==> src/rtl/uart_tx_responder.sv <==
// uart_tx_responder: memory-mapped 8N1 UART transmitter on the toy CPU bus.
// The CPU pushes bytes into a small circular TX FIFO through a 4-word register
// window. A serializer drains the FIFO onto the registered tx pin.
module uart_tx_responder #(
    parameter logic [15:0] BASE_ADDR   = 16'h00C0,
    parameter int          FIFO_DEPTH  = 4,
    parameter logic [15:0] DEFAULT_DIV = 16'd434
) (
    input  logic        clk,
    input  logic        rst,
    input  logic [15:0] bus_addr,
    input  logic [15:0] bus_wdata,
    input  logic        bus_we,
    output logic [15:0] bus_rdata,
    output logic        bus_hit,
    output logic        tx,
    output logic        tx_busy
);

    localparam int PTR_W = $clog2(FIFO_DEPTH);
    localparam int CNT_W = $clog2(FIFO_DEPTH + 1);

    localparam logic [1:0] OFF_TXDATA  = 2'd0;
    localparam logic [1:0] OFF_STATUS  = 2'd1;
    localparam logic [1:0] OFF_DIVISOR = 2'd2;

    typedef enum logic [1:0] {
        S_IDLE,
        S_START,
        S_DATA,
        S_STOP
    } state_t;

    // ------------------------------------------------------------------
    // Bus decode and write-strobe edge detection
    // ------------------------------------------------------------------
    logic [1:0] offset;
    logic       we_q, we_d;
    logic       wr_stb;

    assign bus_hit = (bus_addr[15:2] == BASE_ADDR[15:2]);
    assign offset  = bus_addr[1:0];
    // A held bus_we counts once: only the first cycle of a run is a write.
    assign we_d    = bus_we & bus_hit;
    assign wr_stb  = we_d & ~we_q;

    // ------------------------------------------------------------------
    // Register and FIFO state
    // ------------------------------------------------------------------
    logic [7:0]       mem_q [FIFO_DEPTH];
    logic [PTR_W-1:0] wptr_q, wptr_d;
    logic [PTR_W-1:0] rptr_q, rptr_d;
    logic [CNT_W-1:0] count_q, count_d;
    logic             overflow_q, overflow_d;
    logic [15:0]      divisor_q, divisor_d;

    logic full;
    logic empty;
    logic push_req;
    logic push;
    logic pop;

    // Serializer state
    state_t      state_q, state_d;
    logic [15:0] baud_q, baud_d;
    logic [2:0]  bit_q, bit_d;
    logic [7:0]  shift_q, shift_d;
    logic [15:0] div_q, div_d;
    logic        tx_q, tx_d;
    logic        baud_done;

    assign full     = (count_q == CNT_W'(FIFO_DEPTH));
    assign empty    = (count_q == '0);
    assign push_req = wr_stb && (offset == OFF_TXDATA);
    // Full is judged on the current count, so a push that coincides with a
    // pop from a full FIFO is still rejected.
    assign push     = push_req && !full;
    assign pop      = (state_q == S_IDLE) && !empty;

    assign tx       = tx_q;
    assign tx_busy  = (state_q != S_IDLE) || !empty;

    // Next-state for FIFO pointers, occupancy, overflow flag and divisor.
    always_comb begin
        // NOTE: every variable assigned here gets a default first, otherwise a
        // path that skips the assignment would infer a latch.
        wptr_d     = wptr_q;
        rptr_d     = rptr_q;
        count_d    = count_q;
        overflow_d = overflow_q;
        divisor_d  = divisor_q;

        if (push) begin
            wptr_d = wptr_q + PTR_W'(1);
        end
        if (pop) begin
            rptr_d = rptr_q + PTR_W'(1);
        end

        case ({push, pop})
            2'b10:   count_d = count_q + CNT_W'(1);
            2'b01:   count_d = count_q - CNT_W'(1);
            default: count_d = count_q;
        endcase

        if (push_req && full) begin
            overflow_d = 1'b1;
        end else if (wr_stb && (offset == OFF_STATUS) && bus_wdata[3]) begin
            overflow_d = 1'b0;
        end

        if (wr_stb && (offset == OFF_DIVISOR)) begin
            // A zero divisor would never let the baud counter terminate.
            divisor_d = (bus_wdata == 16'd0) ? 16'd1 : bus_wdata;
        end
    end

    // Register the bus-side state.
    always_ff @(posedge clk or posedge rst) begin
        // NOTE: sequential state uses non-blocking assignments so every flop
        // samples pre-edge values regardless of statement order.
        if (rst) begin
            we_q       <= 1'b0;
            wptr_q     <= '0;
            rptr_q     <= '0;
            count_q    <= '0;
            overflow_q <= 1'b0;
            divisor_q  <= DEFAULT_DIV;
        end else begin
            we_q       <= we_d;
            wptr_q     <= wptr_d;
            rptr_q     <= rptr_d;
            count_q    <= count_d;
            overflow_q <= overflow_d;
            divisor_q  <= divisor_d;
        end
    end

    // Write accepted bytes into the FIFO storage.
    always_ff @(posedge clk) begin
        // NOTE: the storage array has no reset; count/pointers define which
        // entries are valid, so clearing the data would only cost logic.
        if (push) begin
            mem_q[wptr_q] <= bus_wdata[7:0];
        end
    end

    // ------------------------------------------------------------------
    // Serializer: 8N1, LSB first, each bit div_q clocks long
    // ------------------------------------------------------------------
    assign baud_done = (baud_q == div_q - 16'd1);

    // Next-state for the serializer FSM and the registered tx line.
    always_comb begin
        state_d = state_q;
        baud_d  = baud_q;
        bit_d   = bit_q;
        shift_d = shift_q;
        div_d   = div_q;
        tx_d    = tx_q;

        case (state_q)
            S_IDLE: begin
                tx_d = 1'b1;
                if (pop) begin
                    // Divisor is sampled per frame so mid-frame writes wait.
                    shift_d = mem_q[rptr_q];
                    div_d   = divisor_q;
                    baud_d  = 16'd0;
                    tx_d    = 1'b0;
                    state_d = S_START;
                end
            end

            S_START: begin
                if (baud_done) begin
                    baud_d  = 16'd0;
                    bit_d   = 3'd0;
                    tx_d    = shift_q[0];
                    state_d = S_DATA;
                end else begin
                    baud_d = baud_q + 16'd1;
                end
            end

            S_DATA: begin
                if (baud_done) begin
                    baud_d = 16'd0;
                    if (bit_q == 3'd7) begin
                        tx_d    = 1'b1;
                        state_d = S_STOP;
                    end else begin
                        bit_d   = bit_q + 3'd1;
                        shift_d = {1'b0, shift_q[7:1]};
                        // Present the next bit on the same edge as the shift.
                        tx_d    = shift_q[1];
                    end
                end else begin
                    baud_d = baud_q + 16'd1;
                end
            end

            S_STOP: begin
                tx_d = 1'b1;
                if (baud_done) begin
                    baud_d  = 16'd0;
                    state_d = S_IDLE;
                end else begin
                    baud_d = baud_q + 16'd1;
                end
            end

            default: begin
                tx_d    = 1'b1;
                baud_d  = 16'd0;
                state_d = S_IDLE;
            end
        endcase
    end

    // Register the serializer; reset drops tx high at once, aborting a frame.
    always_ff @(posedge clk or posedge rst) begin
        if (rst) begin
            state_q <= S_IDLE;
            baud_q  <= 16'd0;
            bit_q   <= 3'd0;
            shift_q <= 8'd0;
            div_q   <= DEFAULT_DIV;
            tx_q    <= 1'b1;
        end else begin
            state_q <= state_d;
            baud_q  <= baud_d;
            bit_q   <= bit_d;
            shift_q <= shift_d;
            div_q   <= div_d;
            tx_q    <= tx_d;
        end
    end

    // ------------------------------------------------------------------
    // Read mux: purely combinational from address and current state
    // ------------------------------------------------------------------
    logic [3:0]  count_nib;
    assign count_nib = 4'(count_q);

    // Select read data for the addressed register.
    always_comb begin
        bus_rdata = 16'h0000;
        if (bus_hit) begin
            case (offset)
                OFF_STATUS:  bus_rdata = {8'h00, count_nib, overflow_q, tx_busy, empty, full};
                OFF_DIVISOR: bus_rdata = divisor_q;
                default:     bus_rdata = 16'h0000;
            endcase
        end
    end

endmodule

==> config.mk <==
export PLATFORM = sky130hd
export DESIGN_NAME = uart_tx_responder
export DESIGN_NICKNAME = d
export VERILOG_FILES = /design/src/rtl/uart_tx_responder.sv
export SDC_FILE = /design/constraint.sdc
export NUM_CORES = 1
export LEC_CHECK = 0
export CAP_MARGIN = 20
export CORE_ASPECT_RATIO = 1.25
export CORE_MARGIN = 3
export CORE_UTILIZATION = 55
export DETAILED_ROUTE_END_ITERATION = 10
export PLACE_DENSITY = 0.88
export SLEW_MARGIN = 20
export SYNTH_ARGS = -nofsm -noshare
export SYNTH_HDL_FRONTEND = slang
export SYNTH_SLANG_ARGS = --single-unit
export TNS_END_PERCENT = 50
==> constraint.sdc <==
create_clock -name clk -period 4.7 [get_ports clk]
set_clock_uncertainty 0.2 [all_clocks]
set_input_delay 0.705 -clock clk [delete_from_list [all_inputs] [get_ports clk]]
set_output_delay 0.705 -clock clk [all_outputs]
set_load 0.03 [all_outputs]
# ---- Word level (Yosys, flattened, before mapping)
# Memory sizes are Yosys's and may differ from the RTL's.
# Index checks and enable logic that the tools add are counted.
dict set report totals {
  ramBits 32
  in_bits 35
  elab_cells 95
  mem_count 1
  ff_bits 71
}
dict set report op_classes {
  bitwise 3
  reduce_logical 25
  add_sub_neg 7
  n_eq_ne 17
  mux 30
}
# name words width read_ports rd_ports_with_merged_regs write_ports line
set memory_table {}
lappend memory_table {mem_q 4 8 1 0 1 50} ;# logic [7:0] mem_q [FIFO_DEPTH];
# operator count
set op_table {}
lappend op_table {{$mux 16} 4}
lappend op_table {{$pmux 16 s2} 2}
lappend op_table {{$mux 8} 3}
lappend op_table {{$add 16x1->16 const B} 1}
lappend op_table {{$eq 16x16->1} 1}
lappend op_table {{$logic_not 16->1} 1}
lappend op_table {{$pmux 8 s2} 1}
lappend op_table {{$sub 16x1->16 const B} 1}
lappend op_table {{$eq 14x6->1 const B} 1}
lappend op_table {{$ne 2x2->1 const B} 6}
lappend op_table {{$pmux 3 s2} 2}
lappend op_table {{$mux 2} 5}
lappend op_table {{$reduce_bool 2->1} 5}
lappend op_table {{$mux 3} 3}
lappend op_table {{$eq 2x2->1 const B} 4}
lappend op_table {{$mux 1} 8}
lappend op_table {{$pmux 2 s4} 1}
lappend op_table {{$reduce_and 4->1} 2}
lappend op_table {{$logic_and 1x1->1} 7}
lappend op_table {{$add 3x1->3 const B} 2}
lappend op_table {{$eq 2x1->1 const B} 3}
lappend op_table {{$eq 3x3->1 const B} 2}
lappend op_table {{$reduce_and 5->1} 1}
lappend op_table {{$add 2x1->2 const B} 2}
lappend op_table {{10 further kinds} 14}

# ---- Logic depth before layout (Yosys ltp)
dict set report depth {
  depth_word 7
  depth_mapped 13
  ltp_nobuf 13
}

# ---- Worst setup path after synthesis
# No wires, ideal clock.
dict set report synth_timing {
  path_type {register to register}
  from {register div_q[8]}
  to {register shift_q[0]}
  synth_period_minus_slack_ps 3413
  t_required_ps 4377
  arrival_ps 3090
  setup_slack_ps 1287
  stages_incl_launch_ff 11
  setup_time_ps 123
  path_cell_list {dfstp_2 -> buf_6 -> or3_1 -> buf_2 -> or4b_1 -> a211o_1 -> a2111oi_4 -> nand4b_2 -> or3b_1 -> buf_2 -> o221a_1}
}
dict set report synth_between {
  elab_chain_len 4
}
# element line
set synth_rtl {}
lappend synth_rtl {{start, declared} 68} ;# logic [15:0] div_q, div_d;
lappend synth_rtl {{start signal, assigned} 235} ;# div_q <= div_d;
lappend synth_rtl {{$sub 16x1->16} 151} ;# assign baud_done = (baud_q == div_q - 16'd1);
lappend synth_rtl {{$eq 16x16->1} 151}
lappend synth_rtl {{$ne 2x2->1 (no line)} -}
lappend synth_rtl {{$reduce_and 4->1 (no line)} -}
lappend synth_rtl {{end signal, assigned} 234} ;# shift_q <= shift_d;
lappend synth_rtl {{end, declared} 67} ;# logic [7:0] shift_q, shift_d;
# Every way passes these cells.
# A chain may end at the register's enable or synchronous reset.

# ---- Final worst setup path
dict set report layout_timing {
  from {register state_q[0]}
  to {output port bus_rdata[2]}
}
dict set report layout_between {
  elab_chain_len 4
}
# element line
set layout_rtl {}
lappend layout_rtl {{start, declared} 64} ;# state_t state_q, state_d;
lappend layout_rtl {{start signal, assigned} 231} ;# state_q <= state_d;
lappend layout_rtl {{$reduce_bool 2->1} 81} ;# assign tx_busy = (state_q != S_IDLE) || !empty;
lappend layout_rtl {{$logic_or 1x1->1} 81}
lappend layout_rtl {{$pmux 16 s2} 250} ;# case (offset)
lappend layout_rtl {{$mux 16} 249} ;# if (bus_hit) begin
lappend layout_rtl {{end, declared} 14} ;# output logic [15:0] bus_rdata,
# Every way passes these cells.

==> results by group <==
Critical path
  – Buf/Inv on CP: 4
  – CP max-delay cell: clkdlybuf4s50_1
  – Worst Path Arrival: a little under 3000 ps
  – Critical Path Fanout Max: 20
  – CP endpoint kind: output port
  – Nature of the critical path startpoint: flip-flop
  – CP delay by family, top: buffers and inverters
  – CP required: 3800 ps
  – Largest stage delay on the critical path: 610 ps
  – Critical path class: flip-flop to output port
  – CP Cell Sequence: inv_1 > ha_1 > and2_1 > buf_4 > inv_2 > a22oi_1 > nor2_1 > clkdlybuf4s50_1

STA
  – Fin. Hold Viols: 0
  – Slew margin rel.: 0.486
  – Slew @ Worst Pin: 764 ps
  – Max-slew violation count: 0
  – Fin Setup TNS: 0 ps
  – Setup Viol. Count Final: 0
  – Worst setup margin: just over 800 ps
  – Unrepaired setup endpoints after global routing: no
  – Fin crit period: about 3900 ps
  – Max Fclk: ~260 MHz
  – Final period util: 0.823

Logic synthesis
  – Area contributors post-synth: dfrtp_1, edfxtp_1, dfstp_2, nand2_1, ha_1
  – Most frequent cells after synthesis: nand2_1, dfrtp_1, edfxtp_1, inv_1, nor2_1
  – EDFF count, synth: 32
  – Post-Syn Instances: 497
  – Ys async rst share: 0.689
  – Synth warn: 0
  – Mapped cell area: 5380 um2
  – Count leader, synth: nand2_1
  – Sequential share of the synthesized area: 0.512
  – Largest area contributor in the netlist: dfrtp_1
  – Mean post-synth cell area: 10.8 um2
  – FF+latch count, synth: 103
  – Synth Flop Type: dfrtp_1
  – Syn_nets: 550
  – Cell variety after synth: 62
  – Yosys top cell area share: 0.279

Place
  – Routability congestion estimate: between 0.8 and 0.9
  – Post-DP HPWL: about 9000 um
  – Worst slack at placement: 691 ps
  – Port Buffers: 53

Flow run
  – Max Cap Viol: 0

Clocking
  – Post-CTS setup buffer count: 0
  – Post-CTS Resized: 0
  – CTS Buf Count: 9
  – H-tree depth: 3
  – Deepest clock path buffer count: 2
  – CTS tree: done
  – Post-CTS Hold Fix Bufs: 0
  – Worst-skew pair later-pin latency: 350 ps
  – Worst-path clk slew: 70 ps
  – CTS Sinks: 103
  – CTS root buffer: clkbuf_16

Global routing
  – First-pass GRT wire length: ~21000 um
  – Largest net degree at the start of global routing: 43
  – Total GRT Usage: 0.253
  – Vias in the first global route: 4338
  – Initial antenna violation count: 0
  – Grt ovf: 0

Floorplan
  – Row Count: 39
  – Die height: about 120 um
  – Core area: 9320 um2
  – Die area: roughly 11000 um2
  – Die W: about 94 um
  – Top Ports: 54
  – Initial core utilization: 0.577

Cells and area
  – Area Overhead vs Synth: 16.9%
  – Antenna cell count: 0
  – Layout cell share with drive strength beyond 1: 0.117
  – Multi-input gate area: between 2000 and 2500 um2
  – Nets: between 500 and 600
  – FF/Latch Area: between 2000 and 3000 um2
  – Core Util, Final: 0.674
  – Fill cells: 600

Power and ir drop
  – VDD IR max: 0.000357 V
  – P per Cell Area: 427 nW/um2
  – Pleak: 0.00260 uW

Min path
  – Hold Path Class: flip-flop to flip-flop

Routing
  – DR WL/cell: ~19 um
  – Routed wire length: 12800 um
  – Post-DR vias/cell: 6.28
  – Post-route DRC: 0
  – Via Count: between 4000 and 5000
  – Pre-antenna DRT Iters: 5
  – Post-route ant nets: 0
  – Initial DRC Count: 313

Outcome
  – Run status: finished clean
==> area by class of cell <==
cell class                 instances  share of cell area
tap                              123              0.0245
clock inverter                     7              0.0115
inverter                          26              0.0155
clock buffer                       9              0.0358
timing repair buffer              57              0.0892
sequential                       103               0.438
multi-input combinational        343               0.386
==> final timing paths <==
check                             start      endpoint  slack, ps  cells past startpoint
max                          state_q[0]  bus_rdata[2]        830                      8
min                        divisor_q[8]      div_q[8]        270                      2
max reg2reg                    div_q[0]    shift_q[6]        970                      9
min reg2reg                divisor_q[8]      div_q[8]        270                      2
max in group asynchronous           rst      div_q[8]       2720                      3
min in group asynchronous           rst    shift_q[7]        590                      2
==> placed cells by master, fill, tap and decap left out, types with 3 or more instances in the layout <==
cell type,n
o22ai_1,10
mux2i_1,6
nand3b_1,3
mux2_2,18
a22oi_1,7
inv_8,3
o221a_1,7
buf_4,4
nand3_1,21
xnor2_1,15
and3_1,13
a22o_1,3
and2_1,8
o21ai_0,17
edfxtp_1,32
or3_1,3
mux4_2,8
dfstp_2,11
dfrtp_1,60
a31oi_1,3
nor4_1,10
inv_1,24
clkdlybuf4s50_1,53
nand2_1,67
ha_1,17
clkinvlp_4,3
nor2_1,22
xor2_1,12
nand4_1,5
a21oi_1,13
clkbuf_16,9
nor3_1,11
nand2b_1,8
==> registers in the layout, summed over array words and instances (netlist names), 3 cells and up <==
| register | count |
|---|---|
| baud_q | 16 |
| bit_q | 3 |
| count_q | 3 |
| div_q | 16 |
| divisor_q | 16 |
| mem_q | 32 |
| shift_q | 8 |
==> worst register-to-register path, cell delays in order, from the launching register on <==
cell and delay [ps]:
dfrtp_1 440, inv_1 100, ha_1 240, nor3b_1 610, nand3_1 200, a211o_1 390, a2111oi_4 450, nand4b_2 210
a21oi_1 560, o221a_1 280
==> kinds of logic (layout without fill, tap and decap cells) <==
kind of cell,count (synthesis),in the layout,synth area share
simple gates,184,184,0.171
flops,103,103,0.512
compound gates,82,82,0.110
buf+inv,51,99,0.0375
mux,32,32,0.0824
xor+xnor,27,27,0.0440
fa+ha+maj,18,18,0.0433
==> power by group <==
group	switching, uW	internal (uW)	total (uW)
clock	368	375	743
sequential	133	1010	1150
combinational	431	361	792
==> layer usage <==
metal	global-route usage	part of all wire
met3	0.0477	0.064
met1	0.304	0.38
met5	0	0
met2	0.438	0.52
met4	0.123	0.034
==> per-stage QoR <==
stage / hold slack [ps] / power [uW] / instance area, um2 / cells
after detailed placement: 262 / 1940 / 5990 / 652
after global routing: 278 / 2810 / 6290 / 668
final: 272 / 2680 / 6290 / 668
after floorplan: 237 / 1720 / 5380 / 497
after CTS: 273 / 2680 / 6290 / 668
after global placement: 251 / 1880 / 5990 / 652
No activity file was read; power rests on OpenSTA's default activity.
